`config.mk`:
```
export PLATFORM = sky130hd
export DESIGN_NAME = addr_seq_gen
export DESIGN_NICKNAME = d
export VERILOG_FILES = /design/src/rtl/addr_seq_gen.sv
export SDC_FILE = /design/constraint.sdc
export NUM_CORES = 1
export LEC_CHECK = 0
export CORE_MARGIN = 2
export CORE_UTILIZATION = 47
export DETAILED_ROUTE_END_ITERATION = 16
export PLACE_DENSITY = 0.84
export SYNTH_ARGS = -nofsm -noshare
export SYNTH_HDL_FRONTEND = slang
export SYNTH_SLANG_ARGS = --single-unit
```
`constraint.sdc`:
```
create_clock -name clk -period 2.9 [get_ports clk]
set_clock_uncertainty 0.1 [all_clocks]
set_input_delay 0.29 -clock clk [delete_from_list [all_inputs] [get_ports clk]]
set_output_delay 0.29 -clock clk [all_outputs]
set_load 0.01 [all_outputs]
```
`src/rtl/addr_seq_gen.sv`:
```
// Programmable address sequencer for the ALU datapath: walks from a latched base
// toward a latched limit by a fixed step, either once or repeatedly with wrap counting.
module addr_seq_gen #(
    parameter int ADDR_W = 3,
    parameter int CNT_W  = 8
) (
    input  logic              clk,
    input  logic              reset,
    input  logic              start,
    input  logic              abort,
    input  logic              op_done,
    input  logic [ADDR_W-1:0] cfg_base,
    input  logic [ADDR_W-1:0] cfg_limit,
    input  logic [ADDR_W-1:0] cfg_step,
    input  logic              cfg_down,
    input  logic              cfg_wrap,
    output logic [ADDR_W-1:0] address,
    output logic              valid,
    output logic              last,
    output logic              busy,
    output logic              done,
    output logic [CNT_W-1:0]  wrap_cnt
);

    // state  | meaning
    // S_IDLE | waiting for start, address holds
    // S_RUN  | address live, advancing on op_done
    // S_DONE | one-cycle completion pulse of a one-shot pass
    typedef enum logic [1:0] {
        S_IDLE = 2'd0,
        S_RUN  = 2'd1,
        S_DONE = 2'd2
    } state_t;

    state_t state_q, state_d;

    logic [ADDR_W-1:0] base_q, limit_q, step_q;
    logic              down_q, wrap_q;

    logic [ADDR_W-1:0] addr_d;
    logic [CNT_W-1:0]  wrap_cnt_d;
    logic              load_cfg;

    logic [ADDR_W:0]   step_eff, rem, addr_ext, limit_ext, addr_adv;
    logic              at_last;

    // Distance math is one bit wider so address +/- step never wraps silently.
    assign step_eff  = (step_q == '0) ? {{ADDR_W{1'b0}}, 1'b1} : {1'b0, step_q};
    assign addr_ext  = {1'b0, address};
    assign limit_ext = {1'b0, limit_q};
    assign addr_adv  = down_q ? (addr_ext - step_eff) : (addr_ext + step_eff);

    always_comb begin
        rem = '0;
        if (!down_q) begin
            if (addr_ext <= limit_ext) rem = limit_ext - addr_ext;
        end else begin
            if (addr_ext >= limit_ext) rem = addr_ext - limit_ext;
        end
    end

    assign at_last = (rem < step_eff);

    always_comb begin
        state_d    = state_q;
        addr_d     = address;
        wrap_cnt_d = wrap_cnt;
        load_cfg   = 1'b0;
        case (state_q)
            S_IDLE: begin
                if (start) begin
                    load_cfg   = 1'b1;
                    addr_d     = cfg_base;
                    wrap_cnt_d = '0;
                    state_d    = S_RUN;
                end
            end
            S_RUN: begin
                if (abort) begin
                    state_d = S_IDLE;
                end else if (op_done) begin
                    if (!at_last) begin
                        addr_d = addr_adv[ADDR_W-1:0];
                    end else if (wrap_q) begin
                        addr_d = base_q;
                        if (wrap_cnt != {CNT_W{1'b1}})
                            wrap_cnt_d = wrap_cnt + {{(CNT_W-1){1'b0}}, 1'b1};
                    end else begin
                        state_d = S_DONE;
                    end
                end
            end
            S_DONE: begin
                state_d = S_IDLE;
            end
            default: begin
                state_d = S_IDLE;
            end
        endcase
    end

    always_ff @(posedge clk) begin
        if (reset) begin
            state_q  <= S_IDLE;
            address  <= '0;
            wrap_cnt <= '0;
            base_q   <= '0;
            limit_q  <= '0;
            step_q   <= '0;
            down_q   <= 1'b0;
            wrap_q   <= 1'b0;
        end else begin
            state_q  <= state_d;
            address  <= addr_d;
            wrap_cnt <= wrap_cnt_d;
            if (load_cfg) begin
                base_q  <= cfg_base;
                limit_q <= cfg_limit;
                step_q  <= cfg_step;
                down_q  <= cfg_down;
                wrap_q  <= cfg_wrap;
            end
        end
    end

    assign valid = (state_q == S_RUN);
    assign last  = valid && at_last;
    assign busy  = (state_q != S_IDLE);
    assign done  = (state_q == S_DONE);

endmodule

```
Yosys cells after proc, flatten, opt, wreduce, memory -nomap -nowiden
Index checks and enable logic that the tools add are counted.

Equality and inequality tests: 13. Order comparisons: 3. Reductions and logical operators: 8. $add $sub $neg: 5. Mux-type cells: 26.

Operators with widths (count): 2-to-1 mux 8 bit (6); 2-to-1 mux 3 bit (7); case mux 8 bit (2 select lines) (1); 2-to-1 mux 4 bit (3); 2-to-1 mux 2 bit (5); != test 3 bit, second input constant (3); adder 8 x 1 -> 8 bit, second input constant (1); != test 8 bit, second input constant (1); subtractor 3 x 3 -> 4 bit (2); AND reduction 7 bit (1); != test 2 x 1 -> 1 bit, second input constant (3); != test 2 bit, second input constant (3); case mux 3 bit (2 select lines) (1); AND reduction 5 bit (1); less-than comparator 4 x 3 -> 1 bit (1); case mux 2 bit (2 select lines) (1); AND reduction 4 bit (1); nonzero test 2 bit (2); adder 3 bit (1); >= comparator 3 bit (1); <= comparator 3 bit (1); zero test 3 bit (1); != test 3 x 2 -> 1 bit, second input constant (1); subtractor 3 bit (1); 5 further kinds (6).

Word-level logic and storage cells: 63. Bits of input ports: 16. Output and inout port bits: 15. Flip-flop bits (word level): 24.

Logic depth before layout (Yosys ltp)
Word-level depth: 8. Depth in mapped cells: 16. Mapped depth without buffers: 16.

Worst setup path after synthesis
OpenSTA, ideal clock, no wires.

Path kind: register to register. Start: register address[0]. End: register address[1]. Setup time: 0.061 ns. Data arrival time: 3.115 ns. Cell stages (with the launch flop): 15. Setup slack: -0.375 ns. Required time: 2.739 ns. Cell sequence: dfxtp_1 > inv_1 > ha_1 > inv_1 > fa_1 > inv_1 > fa_1 > a31oi_1 > o21ai_0 > ha_1 > o21a_1 > a2111oi_0 > a21boi_1 > nand2b_1 > a32o_1.

Longest elaborated chain between the ends: 8.

Ends and longest elaborated chain: start: declaration (RTL line 17) `output logic [ADDR_W-1:0] address,`; start signal: assignment (RTL line 114) `address <= addr_d;`; subtractor 3 x 3 -> 4 bit (tied with other cells) (RTL line 56) `if (addr_ext <= limit_ext) rem = limit_ext - addr_ext;`; 2-to-1 mux 4 bit (on tied branches) (RTL line 56, 58); 2-to-1 mux 4 bit (RTL line 55) `if (!down_q) begin`; less-than comparator 4 x 3 -> 1 bit (RTL line 62) `assign at_last = (rem < step_eff);`; 2-to-1 mux 3 bit (RTL line 82) `if (!at_last) begin`; 2-to-1 mux 3 bit (RTL line 81) `end else if (op_done) begin`; 2-to-1 mux 3 bit (RTL line 79) `if (abort) begin`; case mux 3 bit (2 select lines) (RTL line 69) `case (state_q)`.

Parallel ways exist; a longest one is shown, timed or not. The select of a mux whose other input is x is not followed. A chain may end at the register's enable or synchronous reset.

Worst setup path in the final report
Start: register address[0]. End: output last.

Longest elaborated chain between the ends: 5.

Ends and longest elaborated chain: subtractor 3 x 3 -> 4 bit (tied with other cells) (RTL line 56); 2-to-1 mux 4 bit (on tied branches) (RTL line 56, 58); 2-to-1 mux 4 bit * (RTL line 55); less-than comparator 4 x 3 -> 1 bit * (RTL line 62); logical AND 1 bit * (RTL line 127) `assign last = valid && at_last;`; end: declaration (RTL line 19) `output logic last,`.

Every way passes the cells marked *; elsewhere a longest branch is shown, timed or not.

==> flow_summary.yaml <==
outcome:
  failed_checks: "negative setup slack"
  result_of_the_run: "complete, but fails checks"
worst_setup_path:
  worstPathMaxFanout: 2
  critPathLaunchType: "flip-flop"
  highest_delay_cell_along_the_critical_path: "fa_2"
  max_stage_delay_ns: 0.41
  reg2regPathDepth: 15
  cp_data_required_time_ns: 2.51
  worst_path_dominant_cell_family: "adder cells"
  worstReg2RegEnd: "address[1]"
  worst-setup-path-type: "flip-flop to output port"
  crit_chain: "inv_2, ha_4, inv_2, fa_2, inv_2, fa_2, nand3b_1, o31ai_2, ha_1, o21a_1, a221o_2, nor2_2, buf_2"
  critPathArrivalTime_ns: 2.89
  ff2ff_setup_slack_ns: -0.38
  critical_path_buf_inv_count: 4
  regToRegStartpoint: "address[0]"
  worst_setup_path_end_kind: "output port"
  critical_path.most_common_cell: "inv_2"
routing:
  total_wire_length_um: 4340
  drt_first_iter_violations: 90
  first_pass_iters: 4
  detail_route.wl_per_cell_um: 14.2
  route.detailed.drc: 0
  vias: 1639
  final_antenna_net_count: 0
  drt-vias-per-instance: 5.37
final_layout:
  antenna_cells: 0
  mostFrequentLayoutCells: "nand2_1 (38), clkdlybuf4s50_1 (29), buf_4 (26)"
  finalNonFillerCells: 305
  fin_nets: 291
  area_delta_synth_final_pct: 42.7
  final_layout_size_suffix_gt1_frac: 0.247
  final_common_cell: "nand2_1"
floorplanning:
  die_height_um: 63.4
  row_count: 21
  io-pin-count: 31
  floorplan.die_area_mm2: 0.00402
  die_w_um: 63.4
  coreArea_mm2: 0.00336
  starting_density: 0.494
global_routing:
  grt.overflow.total: 0
  grt_pass1_wl_um: 7040
  antenna_found_initial: 0
  via_count_of_the_first_global_routing_pass: 1517
  maximum_number_of_pins_on_one_net_before_global_route_repair: 25
  gr-usage-all-layers: 0.218
synth:
  synthCells: 207
  syn_avg_cell_area_um2: 8.02
  mappedNetlistArea_mm2: 0.00166
  postSynthRegisterBits: 24
  syn-num-nets: 238
  synth.lib_cells_used.distinct: 41
  seq_area_frac_synth: 0.289
  synth.yosys.warnings: 0
placement:
  placement.io_buffers: 30
  post_dp_hpwl_um: 3300
  gp_routability_congestion: 0.866
  placed_cells_incl_taps: 300
clock_tree:
  cts_tree: "done"
  cts.clk_slew.worst_paths_ns: 0.13
  cts_htree_levels: 1
  cts_sinks: 24
  clock_insertion_delay_worst_skew_ns: 0.32
  cts_inserted_buffers: 3
  cts_hold_buf: 0
  cts_root_buffer: "clkbuf_4"
  ctsLongestPathBuffers: 2
pwr:
  power.total_uw: 1370
  power.share.clock: 0.179
  power.density_mw_per_mm2: 579
  vdd_drop_max_v: 0.000376
  netSwitchingPower_uw: 504
  seq_power_share: 0.272
  comb_power_share: 0.549
  power.internal_uw: 867
  power.switching_fraction: 0.368
  power.static_leakage_uw: 0.000921
min_path:
  timing.hold.worst.class: "flip-flop to flip-flop"
  worstHoldStart: "step_q[0]"
  min_delay_path_depth: 2
  hold_path_end: "step_q[0]"
sta:
  post-route-worst-setup-slack_ns: -0.375
  setup_violations: 14
  min_period_over_period: 1.13
  final_max_slew_viol_count: 0
  fin_crit_ns: 3.28
  slew-limit-headroom: 0.622
  timing_hold_violations_final: 0
  timing_worst_slew_pin_value_ns: 0.566
  fmaxAchievable_ghz: 0.305
  rsz_0062_raised_after_global_routing: "yes"
job:
  maxCapViolations: 0
==> worst register-to-register path, delay by kind of cell (launching register included) <==
family          cells  cell delay, ns
simple gates        2            0.35
buf+inv             4            0.31
flops               1            0.35
compound gates      5            0.98
fa+ha+maj           4            1.12
==> routing by layer <==
| layer | vias to the layer above | global-route usage | wire [um] |
|---|---|---|---|
| met2 | 46 | 0.357 | 2120 |
| met1 | 772 | 0.308 | 1990 |
| met3 | 5 | 0.0125 | 176 |
| met5 | - | 0 | 0 |
| met4 | 0 | 0.0679 | 53 |
| li1 | 816 | - | - |
==> worst max path at each step <==
stage                from         end  depth (start not counted)
3_3_place_gp   limit_q[0]        last                         12
5_1_grt        address[0]        last                         13
3_5_place_dp   limit_q[0]        last                         12
6_report       address[0]        last                         13
2_1_floorplan  address[0]  address[1]                         14
4_1_cts        address[0]        last                         13
==> registers in the layout, indices dropped and copies added (netlist names) <==
signal	count
address	3
wrap_cnt	8
limit_q	3
down_q	1
state_q	2
base_q	3
step_q	3
wrap_q	1
==> final cells by class <==
class	instances	area [um^2]
well taps	46	57.6
multi-input cells	155	1210
clock buffers	3	22.5
inverters	20	75.1
fillers	269	993
clock inverters	1	30.0
repair buffers	56	490
flip-flops and latches	24	483
==> power groups by stage <==
stage / Sequential (uW) / Clock [uW] / Combinational (uW)
2_1_floorplan: 382 / 0 / 417
3_3_place_gp: 377 / 0 / 675
3_5_place_dp: 379 / 0 / 694
4_1_cts: 372 / 248 / 712
5_1_grt: 375 / 263 / 815
6_report: 373 / 245 / 753
==> metrics by stage <==
stage / setup TNS (ns) / setup slack (ns) / util / instance area (um^2) / hold slack (ns)
floorplan: -0.552 / -0.116 / - / 1730 / 0.326
global placement: -1.88 / -0.399 / 0.668 / 2250 / 0.339
detailed placement: -2.73 / -0.453 / 0.668 / 2250 / 0.346
CTS: -2.36 / -0.380 / 0.690 / 2320 / 0.365
global route: -4.64 / -0.525 / 0.705 / 2370 / 0.380
finish: -2.63 / -0.375 / 0.705 / 2370 / 0.360
==> what timing repair did <==
| action | in CTS | in global routing |
|---|---|---|
| pin swaps | 6 | 2 |
| gates resized for setup | 9 | 7 |
| setup endpoints to repair | 14 | 14 |
| buffers inserted | 2 | 0 |
| gates cloned | 0 | 0 |
==> cell usage after synthesis <==
| master | count | area, um^2 |
|---|---|---|
| a22o_4 | 1 | 17.5 |
| nand3_1 | 6 | 30.0 |
| and2_1 | 2 | 12.5 |
| o21a_1 | 1 | 7.51 |
| a31oi_1 | 1 | 6.26 |
| a32o_1 | 2 | 20.0 |
| o21ai_0 | 4 | 20.0 |
| a221oi_2 | 1 | 15.0 |
| or3_1 | 6 | 37.5 |
| xor2_1 | 1 | 8.76 |
| nand3b_1 | 3 | 22.5 |
| nand4_1 | 2 | 12.5 |
| xnor2_1 | 4 | 35.0 |
| o22ai_1 | 1 | 6.26 |
| and4b_4 | 1 | 13.8 |
| a221o_1 | 1 | 10.0 |
| a21oi_1 | 19 | 95.1 |
| nor2_1 | 12 | 45.0 |
| a21boi_1 | 2 | 15.0 |
| buf_2 | 1 | 5.00 |
| o31ai_1 | 1 | 7.51 |
| mux2i_1 | 10 | 100 |
| or2_2 | 1 | 6.26 |
| a2111oi_0 | 1 | 8.76 |
| o221a_2 | 1 | 11.3 |
| fa_1 | 4 | 80.1 |
| o32ai_1 | 1 | 8.76 |
| inv_1 | 20 | 75.1 |
| nand2_1 | 38 | 143 |
| a221oi_4 | 1 | 26.3 |
| clkbuf_1 | 7 | 26.3 |
| o211ai_2 | 1 | 12.5 |
| a211oi_1 | 1 | 7.51 |
| a311o_1 | 1 | 10.0 |
| nand2b_1 | 5 | 31.3 |
| dfxtp_1 | 24 | 480 |
| nor3_1 | 3 | 15.0 |
| and4_1 | 2 | 17.5 |
| ha_1 | 11 | 138 |
| nor2b_1 | 2 | 12.5 |
| o21bai_1 | 1 | 7.51 |
==> cells by family after synthesis <==
family / Yosys count / synth area share
compound gates: 42 / 0.188
xor+xnor: 5 / 0.0264
fa+ha+maj: 15 / 0.131
buf+inv: 28 / 0.0641
flops: 24 / 0.289
mux: 10 / 0.0603
simple gates: 83 / 0.240
Power figures use the tool's default switching activity.
